<file path="src/rtl/seg_scan_capture.sv">
// seg_scan_capture
// Receive side of a four-digit multiplexed seven-segment display.
// It samples the scanned digit-select and segment lines and decodes each
// active-low segment pattern back to a 4-bit digit code. Complete frames
// (ones, tens, hundreds, thousands) are rebuilt and shown on the outputs.
//
// Build option:
//    SEG_CAPTURE_SYNC_EN - when defined, a two-flop synchronizer sits
//                          between the pins and the pair register. Use it
//                          when digit/number come from asynchronous
//                          external pins. Acceptance latency becomes
//                          STABLE_CYCLES + 2 clocks.

module seg_scan_capture #(
   parameter int STABLE_CYCLES = 1
) (
   input  logic       clk,
   input  logic       rst,
   input  logic [3:0] digit,
   input  logic [6:0] number,
   output logic [3:0] ones,
   output logic [3:0] tens,
   output logic [3:0] hundreds,
   output logic [3:0] thousands,
   output logic       frame_valid,
   output logic       seq_error,
   output logic       seg_error
);

   localparam logic [3:0]  STABLE_COUNT = 4'(STABLE_CYCLES);
   localparam logic [10:0] IDLE_PAIR    = 11'h7FF;
   localparam logic [3:0]  BLANK_CODE   = 4'd10;
   localparam logic [3:0]  BAD_CODE     = 4'd15;

   typedef enum logic [0:0] {
      SYNC    = 1'b0,
      CAPTURE = 1'b1
   } state_t;

   logic [10:0] w_pairIn;

   logic [10:0] r_pair;
   logic [3:0]  r_holdCount;
   logic        r_taken;
   logic        w_accept;

   logic [3:0]  w_digitCode;
   logic        w_segIllegal;
   logic        w_selIdle;
   logic        w_selValid;
   logic [1:0]  w_selPos;

   state_t      r_state;
   state_t      w_stateNext;
   logic [1:0]  r_pos;
   logic [1:0]  w_posNext;

   logic [3:0]  r_shOnes;
   logic [3:0]  r_shTens;
   logic [3:0]  r_shHundreds;
   logic [3:0]  w_shOnesNext;
   logic [3:0]  w_shTensNext;
   logic [3:0]  w_shHundredsNext;

   logic [3:0]  r_ones;
   logic [3:0]  r_tens;
   logic [3:0]  r_hundreds;
   logic [3:0]  r_thousands;
   logic [3:0]  w_onesNext;
   logic [3:0]  w_tensNext;
   logic [3:0]  w_hundredsNext;
   logic [3:0]  w_thousandsNext;

   logic        r_frameValid;
   logic        r_seqError;
   logic        r_segError;
   logic        w_frameValidNext;
   logic        w_seqErrorNext;
   logic        w_segErrorNext;

`ifdef SEG_CAPTURE_SYNC_EN
   logic [10:0] r_syncMeta;
   logic [10:0] r_syncStable;

   // Two-flop synchronizer; resets to the idle pattern so nothing looks active
   always_ff @(posedge clk or posedge rst) begin
      if (rst) begin
         r_syncMeta   <= IDLE_PAIR;
         r_syncStable <= IDLE_PAIR;
      end else begin
         r_syncMeta   <= {digit, number};
         r_syncStable <= r_syncMeta;
      end
   end

   assign w_pairIn = r_syncStable;
`else
   assign w_pairIn = {digit, number};
`endif

   // Pair register and saturating hold counter. The taken flag stops a
   // long-held pair from being accepted again once the counter saturates.
   always_ff @(posedge clk or posedge rst) begin
      if (rst) begin
         r_pair      <= IDLE_PAIR;
         r_holdCount <= 4'd0;
         r_taken     <= 1'b0;
      end else begin
         r_pair <= w_pairIn;
         if (w_pairIn != r_pair) begin
            r_holdCount <= 4'd1;
            r_taken     <= 1'b0;
         end else begin
            if (r_holdCount != 4'hF) begin
               r_holdCount <= r_holdCount + 4'd1;
            end
            if (w_accept) begin
               r_taken <= 1'b1;
            end
         end
      end
   end

   assign w_accept = (r_holdCount == STABLE_COUNT) && !r_taken;

   // Segment decoder: active-low gfedcba back to a digit code, 15 if unknown
   always_comb begin
      w_digitCode = BAD_CODE;
      case (r_pair[6:0])
         7'b1000000: w_digitCode = 4'd0;
         7'b1111001: w_digitCode = 4'd1;
         7'b0100100: w_digitCode = 4'd2;
         7'b0110000: w_digitCode = 4'd3;
         7'b0011001: w_digitCode = 4'd4;
         7'b0010010: w_digitCode = 4'd5;
         7'b0000010: w_digitCode = 4'd6;
         7'b1111000: w_digitCode = 4'd7;
         7'b0000000: w_digitCode = 4'd8;
         7'b0011000: w_digitCode = 4'd9;
         7'b1111111: w_digitCode = BLANK_CODE;
         default:    w_digitCode = BAD_CODE;
      endcase
      w_segIllegal = (w_digitCode == BAD_CODE);
   end

   // Digit-select classifier: idle, one of four positions, or malformed
   always_comb begin
      w_selIdle  = (r_pair[10:7] == 4'b1111);
      w_selValid = 1'b1;
      w_selPos   = 2'd0;
      case (r_pair[10:7])
         4'b1110: w_selPos = 2'd0;
         4'b1101: w_selPos = 2'd1;
         4'b1011: w_selPos = 2'd2;
         4'b0111: w_selPos = 2'd3;
         default: w_selValid = 1'b0;
      endcase
   end

   // Frame-assembly state, shadow digits, outputs and error pulses
   always_ff @(posedge clk or posedge rst) begin
      if (rst) begin
         r_state      <= SYNC;
         r_pos        <= 2'd0;
         r_shOnes     <= BLANK_CODE;
         r_shTens     <= BLANK_CODE;
         r_shHundreds <= BLANK_CODE;
         r_ones       <= BLANK_CODE;
         r_tens       <= BLANK_CODE;
         r_hundreds   <= BLANK_CODE;
         r_thousands  <= BLANK_CODE;
         r_frameValid <= 1'b0;
         r_seqError   <= 1'b0;
         r_segError   <= 1'b0;
      end else begin
         r_state      <= w_stateNext;
         r_pos        <= w_posNext;
         r_shOnes     <= w_shOnesNext;
         r_shTens     <= w_shTensNext;
         r_shHundreds <= w_shHundredsNext;
         r_ones       <= w_onesNext;
         r_tens       <= w_tensNext;
         r_hundreds   <= w_hundredsNext;
         r_thousands  <= w_thousandsNext;
         r_frameValid <= w_frameValidNext;
         r_seqError   <= w_seqErrorNext;
         r_segError   <= w_segErrorNext;
      end
   end

   // Next-state logic. Only an accepted, non-idle pair changes anything.
   // Out-of-order ones pairs restart a frame; any other out-of-order pair
   // drops back to SYNC.
   always_comb begin
      w_stateNext      = r_state;
      w_posNext        = r_pos;
      w_shOnesNext     = r_shOnes;
      w_shTensNext     = r_shTens;
      w_shHundredsNext = r_shHundreds;
      w_onesNext       = r_ones;
      w_tensNext       = r_tens;
      w_hundredsNext   = r_hundreds;
      w_thousandsNext  = r_thousands;
      w_frameValidNext = 1'b0;
      w_seqErrorNext   = 1'b0;
      w_segErrorNext   = 1'b0;

      if (w_accept && !w_selIdle) begin
         w_segErrorNext = w_segIllegal;
         if (!w_selValid) begin
            w_seqErrorNext = 1'b1;
            w_stateNext    = SYNC;
            w_posNext      = 2'd0;
         end else begin
            case (r_state)
               SYNC: begin
                  if (w_selPos == 2'd0) begin
                     w_shOnesNext = w_digitCode;
                     w_posNext    = 2'd1;
                     w_stateNext  = CAPTURE;
                  end
               end
               CAPTURE: begin
                  if (w_selPos == r_pos) begin
                     case (r_pos)
                        2'd0: begin
                           w_shOnesNext = w_digitCode;
                           w_posNext    = 2'd1;
                        end
                        2'd1: begin
                           w_shTensNext = w_digitCode;
                           w_posNext    = 2'd2;
                        end
                        2'd2: begin
                           w_shHundredsNext = w_digitCode;
                           w_posNext        = 2'd3;
                        end
                        default: begin
                           w_onesNext       = r_shOnes;
                           w_tensNext       = r_shTens;
                           w_hundredsNext   = r_shHundreds;
                           w_thousandsNext  = w_digitCode;
                           w_frameValidNext = 1'b1;
                           w_posNext        = 2'd0;
                        end
                     endcase
                  end else begin
                     w_seqErrorNext = 1'b1;
                     if (w_selPos == 2'd0) begin
                        w_shOnesNext = w_digitCode;
                        w_posNext    = 2'd1;
                     end else begin
                        w_stateNext = SYNC;
                        w_posNext   = 2'd0;
                     end
                  end
               end
               default: begin
                  w_stateNext = SYNC;
                  w_posNext   = 2'd0;
               end
            endcase
         end
      end
   end

   assign ones        = r_ones;
   assign tens        = r_tens;
   assign hundreds    = r_hundreds;
   assign thousands   = r_thousands;
   assign frame_valid = r_frameValid;
   assign seq_error   = r_seqError;
   assign seg_error   = r_segError;

endmodule

</file>
<file path="config.mk">
export PLATFORM = sky130hd
export DESIGN_NAME = seg_scan_capture
export DESIGN_NICKNAME = d
export VERILOG_FILES = /design/src/rtl/seg_scan_capture.sv
export SDC_FILE = /design/constraint.sdc
export NUM_CORES = 1
export LEC_CHECK = 0
export CAP_MARGIN = 10
export CORE_ASPECT_RATIO = 1.2
export CORE_MARGIN = 1
export CORE_UTILIZATION = 50
export CTS_BUF_LIST = sky130_fd_sc_hd__clkbuf_8
export CTS_CLUSTER_SIZE = 10
export DETAILED_ROUTE_END_ITERATION = 12
export GPL_TIMING_DRIVEN = 0
export PLACE_DENSITY = 0.72
export RECOVER_POWER = 25
export SYNTH_ARGS = -nofsm -noshare
export SYNTH_HDL_FRONTEND = slang
export SYNTH_SLANG_ARGS = --single-unit
</file>
<file path="constraint.sdc">
create_clock -name clk -period 5.6 [get_ports clk]
set_input_delay 1.68 -clock clk [delete_from_list [all_inputs] [get_ports clk]]
set_output_delay 1.68 -clock clk [all_outputs]
set_load 0.01 [all_outputs]
</file>
==> results of run 1 <==
## cell usage in the layout, fill, tap and decap left out, types with 3 or more instances in the layout
cell	n
sky130_fd_sc_hd__mux2i_1	4
sky130_fd_sc_hd__a211oi_1	4
sky130_fd_sc_hd__inv_1	13
sky130_fd_sc_hd__mux2_1	3
sky130_fd_sc_hd__dlygate4sd3_1	12
sky130_fd_sc_hd__mux2_2	12
sky130_fd_sc_hd__nor2_1	13
sky130_fd_sc_hd__clkbuf_1	7
sky130_fd_sc_hd__xor2_1	12
sky130_fd_sc_hd__o21ai_0	6
sky130_fd_sc_hd__ha_1	6
sky130_fd_sc_hd__nor3_1	10
sky130_fd_sc_hd__xnor2_1	3
sky130_fd_sc_hd__nand3_1	6
sky130_fd_sc_hd__or3_1	4
sky130_fd_sc_hd__a21oi_1	13
sky130_fd_sc_hd__buf_6	4
sky130_fd_sc_hd__a21o_1	3
sky130_fd_sc_hd__clkbuf_8	5
sky130_fd_sc_hd__clkdlybuf4s50_1	19
sky130_fd_sc_hd__dfrtp_1	25
sky130_fd_sc_hd__dfstp_2	25
sky130_fd_sc_hd__nor3b_1	3
sky130_fd_sc_hd__nand2_1	12
sky130_fd_sc_hd__nor4_1	3
sky130_fd_sc_hd__mux2_4	9
## layout make-up
type / count / share of cell area, %
sequential: 50 / 39.4
clock buffer: 5 / 2.11
buffer: 13 / 2.46
tap: 62 / 2.38
inverter: 13 / 1.50
clock inverter: 3 / 0.883
multi-input combinational: 172 / 41.2
timing repair buffer: 32 / 10.1
## per-layer routing
| layer | wire, um | vias up | track usage, % |
|---|---|---|---|
| met1 | 2380 | 994 | 24.9 |
| met2 | 2600 | 57 | 32.8 |
| met3 | 184 | 6 | 3.28 |
| met4 | 91 | 0 | 8.36 |
| met5 | 0 | - | 0 |
| li1 | - | 976 | - |
## power groups by stage
| stage | registers, mW | clock network [mW] | logic (mW) |
|---|---|---|---|
| 6_report | 0.391 | 0.223 | 0.0910 |
| 3_3_place_gp | 0.397 | 0 | 0.0892 |
| 5_1_grt | 0.394 | 0.246 | 0.101 |
| 4_1_cts | 0.391 | 0.232 | 0.0935 |
| 3_5_place_dp | 0.398 | 0 | 0.0928 |
| 2_1_floorplan | 0.396 | 0 | 0.0628 |
## Yosys cell counts, types with 2 or more instances
master	n
sky130_fd_sc_hd__o22ai_1	2
sky130_fd_sc_hd__nor4_1	3
sky130_fd_sc_hd__clkbuf_1	7
sky130_fd_sc_hd__nand2_1	12
sky130_fd_sc_hd__inv_1	13
sky130_fd_sc_hd__nand3_1	6
sky130_fd_sc_hd__dfrtp_1	25
sky130_fd_sc_hd__or3_1	4
sky130_fd_sc_hd__nor3b_1	3
sky130_fd_sc_hd__mux2i_1	4
sky130_fd_sc_hd__a21oi_1	12
sky130_fd_sc_hd__or4_1	2
sky130_fd_sc_hd__mux2_4	9
sky130_fd_sc_hd__nor2b_1	2
sky130_fd_sc_hd__a31o_2	2
sky130_fd_sc_hd__a211oi_2	2
sky130_fd_sc_hd__and3_1	2
sky130_fd_sc_hd__o21ai_0	5
sky130_fd_sc_hd__nor2_1	13
sky130_fd_sc_hd__a21o_1	3
sky130_fd_sc_hd__mux2_2	12
sky130_fd_sc_hd__xor2_1	12
sky130_fd_sc_hd__dfstp_2	25
sky130_fd_sc_hd__nand3b_1	2
sky130_fd_sc_hd__buf_6	4
sky130_fd_sc_hd__nor3_1	10
sky130_fd_sc_hd__or2_2	2
sky130_fd_sc_hd__a31oi_1	2
sky130_fd_sc_hd__nand2b_1	2
sky130_fd_sc_hd__mux2_1	3
sky130_fd_sc_hd__o21ai_1	2
sky130_fd_sc_hd__ha_1	6
sky130_fd_sc_hd__a211oi_1	4
sky130_fd_sc_hd__xnor2_1	3
sky130_fd_sc_hd__a211o_1	2
## cells by family after synthesis
logic type | after synthesis | share of synthesized area, %
buf+inv | 26 | 4.68
xor+xnor | 15 | 4.77
fa+ha+maj | 7 | 3.13
compound gates | 50 | 13.9
flops | 50 | 46.5
mux | 28 | 12.5
simple gates | 72 | 14.5
## path summary, 6_finish.rpt
path,startpoint,end,depth (start not counted)
setup / recovery,number[6],r_holdCount[1]$_DFFE_PP0P_,5
hold / removal,r_shTens[2]$_DFFE_PP0P_,tens[2]$_DFFE_PP0P_,1
setup reg to reg,r_holdCount[1]$_DFFE_PP0P_,ones[0]$_DFFE_PP0P_,8
hold reg to reg,r_shTens[2]$_DFFE_PP0P_,tens[2]$_DFFE_PP0P_,1
max in group asynchronous,rst,r_shTens[3]$_DFFE_PP1P_,3
min in group asynchronous,rst,r_state$_DFFE_PP0P_,2
## registers in the layout, indices dropped and copies added, names as in the netlist
register / count
r_pos: 2
seq_error: 1
r_holdCount: 4
thousands: 4
r_pair: 11
r_shTens: 4
seg_error: 1
ones: 4
r_shHundreds: 4
r_shOnes: 4
r_state: 1
tens: 4
hundreds: 4
frame_valid: 1
r_taken: 1
## worst reg2reg max path, stage by stage (launching register included)
cell and delay, ns:
sky130_fd_sc_hd__dfrtp_1 0.44, sky130_fd_sc_hd__inv_1 0.07, sky130_fd_sc_hd__ha_1 0.15, sky130_fd_sc_hd__or4b_4 0.50, sky130_fd_sc_hd__a21oi_1 0.41, sky130_fd_sc_hd__nand2_1 0.18, sky130_fd_sc_hd__a211oi_4 0.41, sky130_fd_sc_hd__buf_6 0.25
sky130_fd_sc_hd__mux2_4 0.31
## per-stage QoR
stage,hold slack (ns),std cells,setup slack [ns]
CTS,0.505,350,2.52
global placement,0.478,341,1.81
finish,0.506,350,2.48
detailed placement,0.489,342,2.23
floorplan,0.464,248,2.76
global route,0.536,350,2.35
==> results.md, run 1 <==
- Summed over all layers, the routed wires come to 5.26 mm.
- The detailed-route vias per instance is 5.81.
- Yosys printed 0 warnings.
- The first-pass GRT wire length is 9.07 mm.
- The share of the synthesized area in the top cell type is 23.8%.
- The most frequently used flop master after synthesis is sky130_fd_sc_hd__dfstp_2.
- With fillers left out, the area of the finished cells amounts to 0.00326 mm2.
- Clock skew on the completed layout was measured at 0.00776 ns.
- For flop-to-flop paths, the worst setup slack is 2.78 ns.
- The portion of total power attributed to sequential cells is 55.5%.
- The number of instances in the synthesized netlist is 248.
- The nature of the critical path endpoint is a flip-flop.
- Among all stages on the critical path, the largest delay is contributed by sky130_fd_sc_hd__dlygate4sd3_1.
- The number of buffer cells added on primary ports is 31.
- The clock network power share is 31.7%.
- The number of inserted filler cells in the final layout is 444.
- The data arrival time of the critical path is 3.32 ns.
- The fmax is 0.320 GHz.
- The multi-input combinational cell area is 0.00134 mm2.
- After clock tree synthesis, the flow added hold-fix buffers numbering 0.
- The total internal power is 0.514 mW.
- The type of the worst min-delay path is flip-flop to flip-flop.
- 0 antenna diodes ended up in the layout.
- The number of placement rows is 29.
- Summing every instance area after synthesis gives 0.00276 mm2.
- The critical path's top delay family is simple AND/OR/NAND/NOR gates.
- The die is 83.3 um tall.
- The number of setup buffers added after CTS is 0.
- The clock drives 50 sinks.
- The register bit count reported by yosys is 50.
- After global routing the overflow that remains totals 0.
- Walking the worst path, the cells encountered are dlygate4sd3_1 > xor2_1 > nor4_1 > nand3_1 > a211oi_1.
- Summing over every cut layer, the via total after detailed routing is 2033.
- Across the run, the number of max-cap violations was 0.
- In the post-synthesis netlist, the biggest area contributors are sky130_fd_sc_hd__dfstp_2, sky130_fd_sc_hd__dfrtp_1, sky130_fd_sc_hd__mux2_4.
- Net switching is 27.2% of the power.
- The H-tree was split into 2 levels.
- The area growth from synthesis to final layout is 18.2%.
- Setup total negative slack on the finished layout was measured at 0 ns.
- The HPWL after detailed placement is 3.88 mm.
- The synthesized design spends more area on one cell type than any other, namely sky130_fd_sc_hd__dfstp_2.
- The number of antenna violations at the first check in global routing is 0.
- For this configuration, the core starts out at a cell density of 52.0%.
- The violation count after the first detailed-route iteration is 140.
- The number of hold violations in the final report was 0.
- The count of pins over their slew limit is 0.
- At the pin with the least slew margin, the transition time is 0.985 ns.
- The region available for standard cell placement spans 0.00530 mm2.
- In this run the power spent charging and discharging nets is 0.192 mW.
- The netlist uses 61 different library cells.
- Clock-pin slew was measured on the worst setup and hold paths at 0.10 ns.
- The portion of the post-synthesis area used by sequential elements is 46.5%.
- In this run the static leakage power is 1.31 nW.
- Summing all placed instances gives a cell area of 0.00316 mm2.
- The number of buffer and inverter instances along the worst setup path is 1.
- For this design the top-level I/O count stands at 32.
- The detailed-routing iteration count for the pre-antenna-repair pass is 5.
- In the finished design, the share of the clock period the worst path needs comes to 55.7%.
- At the end of the flow, the number of nets in the layout was 306.
- TritonCTS created 5 clock buffers.
- The share of total power dissipated in combinational logic is 12.9%.
- Setup repair after global routing left no endpoint under its margin.
- In the final layout, the share of cells above drive strength 1 is 25.3%.
- The area of all sequential standard cells is 0.00128 mm2.
- After detailed routing, the number of remaining DRC violations is 0.
- Setup violations remaining at the end of the flow were counted as 0.
- The congestion estimate from routability-driven global placement came to 0.850.
- The via count of the first global-routing pass came to 1949.
- The total nets after synthesis is 267.
- STA classifies the critical path startpoint as an input port.
- On the worst path, the slowest cell contributes a delay of 0.58 ns.
- The CTS tree is built.
- The final total power is 0.706 mW.
- The flow ran to the end, and the final reports show no timing, DRC or antenna violations.
- The number of gates resized after CTS was 0.
- Counting flops with an async set or reset pin after synthesis yields a share of 100%.
- For the worst-skew pair, the clock arrives at the later sink with an insertion delay of 0.31 ns.
- The overall die width is 69.8 um.
- In this run the worst path has a maximum fanout of 4.
- The minimum period implied by the final worst setup slack is 3.12 ns.
- The critical path is of the input port to flip-flop type.
- The post-route antenna net violation count is 0.
- In the global route stage, overall resource usage came out at 19.6%.
- VDD sags by at most 141 uV.
- The largest net degree at the start of global routing is 30.
- Once layout is complete, the utilization of the core stands at 61.5%.
- In this run the tightest slew margin relative to its limit is 33.7%.
- The maximum clock insertion buffer count is 2.
- The cell sitting at the root of the clock tree is a sky130_fd_sc_hd__clkbuf_8.
- Yosys mapped a number of flops with a built-in enable equal to 0.
- Dividing the synthesized area by the synthesized cell count gives 11.1 um2.
- The data required time of the worst path is 5.80 ns.
- The floorplan step defined a die boundary enclosing 0.00582 mm2.
- The post-detailed-route wirelength per cell is 15.0 um.
- The power per unit of standard cell area is 217 mW/mm2.
Note: power is estimated with default switching activity, not from simulation.
==> run 2, diff against run 1 <==
clock period = 3 ns   (was 5.6 ns; I/O delays follow)
==> results.md, run 2 (same netlist as run 1, synthesis figures left out) <==
- The violation count after the first detailed-route iteration is 147 (was 140).
- The number of hold violations in the final report was 0 (unchanged).
- The detailed-routing iteration count for the pre-antenna-repair pass is 4 (was 5).
- The data required time of the worst path is 3.21 ns (was 5.80 ns).
- The number of cells in the design after placement is 342 (unchanged).
- The relative contribution of combinational cells to total power is 12.9% (about the same).
- The count of pins over their slew limit was 0 (unchanged).
- The effective utilization at floorplan was 52.0% (unchanged).
- The count of instances resized after the clock tree is built is 0 (unchanged).
- The area growth from synthesis to final layout is 18.3% (was 18.2%).
- The post-route antenna net violation count was 0 (unchanged).
- The number of inserted filler cells in the final layout is 442 (was 444).
- The global-route congestion overflow total is 0 (unchanged).
- The number of buffer cells added on primary ports is 31 (unchanged).
- The highest cell delay on the worst timing path came to 0.50 ns (was 0.58 ns).
- The detailed-route vias per instance is 5.78 (was 5.81).
- The flip-flop count of the largest register after layout is 11 (unchanged).
- The wire length after detailed routing came to 5.28 mm (was 5.26 mm).
- The switching share of power is 27.2% (about the same).
- The maximum clock insertion buffer count is 2 (unchanged).
- The setup slack of the most critical reg-to-reg path is 0.35 ns (was 2.78 ns).
- The switching power total came to 0.358 mW (was 0.192 mW).
- Most frequent cells in the layout: sky130_fd_sc_hd__dfrtp_1, sky130_fd_sc_hd__dfstp_2, sky130_fd_sc_hd__clkdlybuf4s50_1, sky130_fd_sc_hd__nor2_1, sky130_fd_sc_hd__inv_1 (was sky130_fd_sc_hd__dfrtp_1, sky130_fd_sc_hd__dfstp_2, sky130_fd_sc_hd__clkdlybuf4s50_1).
- The post-route core utilization is 61.6% (was 61.5%).
- The chip height came to 83.3 um (unchanged).
- The number of failing setup endpoints in the final timing report is 0 (unchanged).
- The worst vdd rail ir drop is 263 uV (was 141 uV).
- The total DRC errors in the routed layout is 0 (unchanged).
- The CTS tree is built (unchanged).
- The number of placement rows was 29 (unchanged).
- The count of clock tree sinks is 50 (unchanged).
- The element type at the critical path start is a flip-flop (was input port).
- The clock-pin slew reported for the worst setup and hold paths after clock tree synthesis is 0.10 ns (about the same).
- Status: finished clean (unchanged).
- The area of all placed cells without fillers is 0.00326 mm2 (about the same).
- The top-level I/O count is 32 (unchanged).
- The maximum clock skew at final layout is 0.00972 ns (was 0.00776 ns).
- The launching point of the worst reg2reg path is r_holdCount[1]$_DFFE_PP0P_ (unchanged).
- The final weighted congestion in routability-driven placement is 0.850 (unchanged).
- The cell with the biggest individual delay on the critical path is sky130_fd_sc_hd__or4b_4 (was sky130_fd_sc_hd__dlygate4sd3_1).
- The remaining max-slew budget at the tightest pin was 41.7% (was 33.7%).
- The net count reported at finish is 306 (unchanged).
- The power per unit of standard cell area is 404 mW/mm2 (was 217 mW/mm2).
- Cell breakdown of the critical path: inv_1 > ha_1 > or4b_4 > a21oi_2 > nand2_1 > a211oi_4 > buf_6 > mux2_4 (was dlygate4sd3_1 > xor2_1 > nor4_1 > nand3_1 > a211oi_1).
- The terminus of the critical flop-to-flop path was ones[0]$_DFFE_PP0P_ (unchanged).
- The layout cell share with drive strength beyond 1 is 25.7% (was 25.3%).
- The antenna diode count is 0 (unchanged).
- The clock latency of the later-clocked register in the worst-skew pair came to 0.31 ns (about the same).
- The register bank with the most flops is r_pair (unchanged).
- The transition time at the pin with the least slew margin is 0.874 ns (was 0.985 ns).
- The multi-input combinational cell area is 0.00135 mm2 (was 0.00134 mm2).
- RSZ-0062 raised after global routing: false (unchanged).
- The number of max-capacitance violations reported is 0 (unchanged).
- The leakage power of the design was 1.31 nW (about the same).
- The via count of the first global-routing pass is 1949 (unchanged).
- The worst path uses 88.3% of the clock period.
- The overall routing resource usage is 19.6% (unchanged).
- The type of the setup path with the least slack is flip-flop to flip-flop (was input port to flip-flop).
- The overall die width is 69.8 um (unchanged).
- The number of non-filler instances in the completed layout is 350 (unchanged).
- The HPWL after detailed placement is 3.88 mm (unchanged).
- The total via count after detailed routing came to 2022 (was 2033).
- The placed cell area is 0.00316 mm2 (unchanged).
- The portion of total power attributed to sequential cells was 55.5% (about the same).
- The clock period could shrink to 2.65 ns.
- The number of levels in the clock H-tree came to 2 (unchanged).
- The clock network power share is 31.6% (was 31.7%).
- The number of antenna violations at the first check in global routing is 0 (unchanged).
- The start point of the critical path is r_holdCount[1]$_DFFE_PP0P_ (was number[6]).
- The number of setup buffers added after CTS is 0 (unchanged).
- The die footprint is 0.00582 mm2 (unchanged).
- The post-detailed-route wirelength per cell is 15.1 um (was 15.0 um).
- The TritonCTS buffer count came to 5 (unchanged).
- The area of all sequential standard cells is 0.00128 mm2 (unchanged).
- The root cell of the clock tree is sky130_fd_sc_hd__clkbuf_8 (unchanged).
- The number of hold buffers added after cts came to 0 (unchanged).
- The number of cells on the worst reg-to-reg path is 8 (unchanged).
- The data arrival time of the critical path came to 2.85 ns (was 3.32 ns).
- The type of the worst min-delay path is flip-flop to flip-flop (unchanged).
- The largest net degree at the start of global routing is 30 (unchanged).
- The destination of the critical timing path is ones[0]$_DFFE_PP0P_ (was r_holdCount[1]$_DFFE_PP0P_).
- The fmax is 0.378 GHz.
- The first-pass GRT wire length is 9.07 mm (unchanged).
- The top fanout value on the critical path is 10 (was 4).
- The total internal power is 0.959 mW (was 0.514 mW).
- The core box area is 0.00530 mm2 (unchanged).
- The nature of the critical path endpoint was a flip-flop (unchanged).
- The sum of negative setup slack is 0 ns (unchanged).
-- run 2: cell counts in the layout (fill, tap and decap cells not counted) --
Identical to the previous run, type by type.
-- run 2: metal layers --
metal | global-route usage (%) | vias up | part of all wire (%)
met4 | 8.36 | 0 | 1.8
met5 | 0 | - | 0
met3 | 3.28 | 7 | 3.7
li1 | - | 979 | -
met1 | 24.9 | 976 | 45
met2 | 32.8 | 60 | 50
-- run 2: power by group through the flow --
stage,registers (mW),clock network [mW],logic [mW]
finish,0.731,0.416,0.170
global route,0.735,0.459,0.189
CTS,0.731,0.433,0.175
detailed placement,0.743,0,0.173
global placement,0.741,0,0.167
floorplan,0.738,0,0.117
-- run 2: cell type report --
class	count	share of cell area (%)
Buffer	13	2.45
Clock buffer	5	2.11
Inverter	13	1.50
Clock inverter	3	0.882
Multi-Input combinational cell	172	41.2
Tap cell	62	2.38
Sequential cell	50	39.3
Timing Repair Buffer	32	10.1
-- run 2: metrics by stage --
stage	worst slack [ns]	total power, mW	hold slack [ns]
after floorplan	0.676	0.856	0.464
after global placement	-0.0113	0.907	0.478
after detailed placement	0.348	0.916	0.489
after CTS	0.346	1.34	0.505
after global routing	0.223	1.38	0.536
final	0.351	1.32	0.504
-- run 2: how the worst min path moves through the flow --
stage,startpoint,cells past startpoint,end,slack (ns)
6_report,r_shTens[2]$_DFFE_PP0P_,1,tens[2]$_DFFE_PP0P_,0.50
5_1_grt,r_taken$_DFFE_PP0P_,2,r_taken$_DFFE_PP0P_,0.54
4_1_cts,r_shTens[2]$_DFFE_PP0P_,1,tens[2]$_DFFE_PP0P_,0.50
3_5_place_dp,r_shTens[0]$_DFFE_PP0P_,1,tens[0]$_DFFE_PP0P_,0.49
3_3_place_gp,r_taken$_DFFE_PP0P_,2,r_taken$_DFFE_PP0P_,0.48
2_1_floorplan,r_shOnes[0]$_DFFE_PP0P_,1,r_shOnes[0]$_DFFE_PP0P_,0.46
-- run 2: critical path, delay by kind of cell (launching register included) --
kind            cells  cell delay [ns]
fa+ha+maj           1             0.15
mux                 1             0.31
simple gates        2             0.65
compound gates      2             0.68
buf+inv             2             0.32
flops               1             0.44
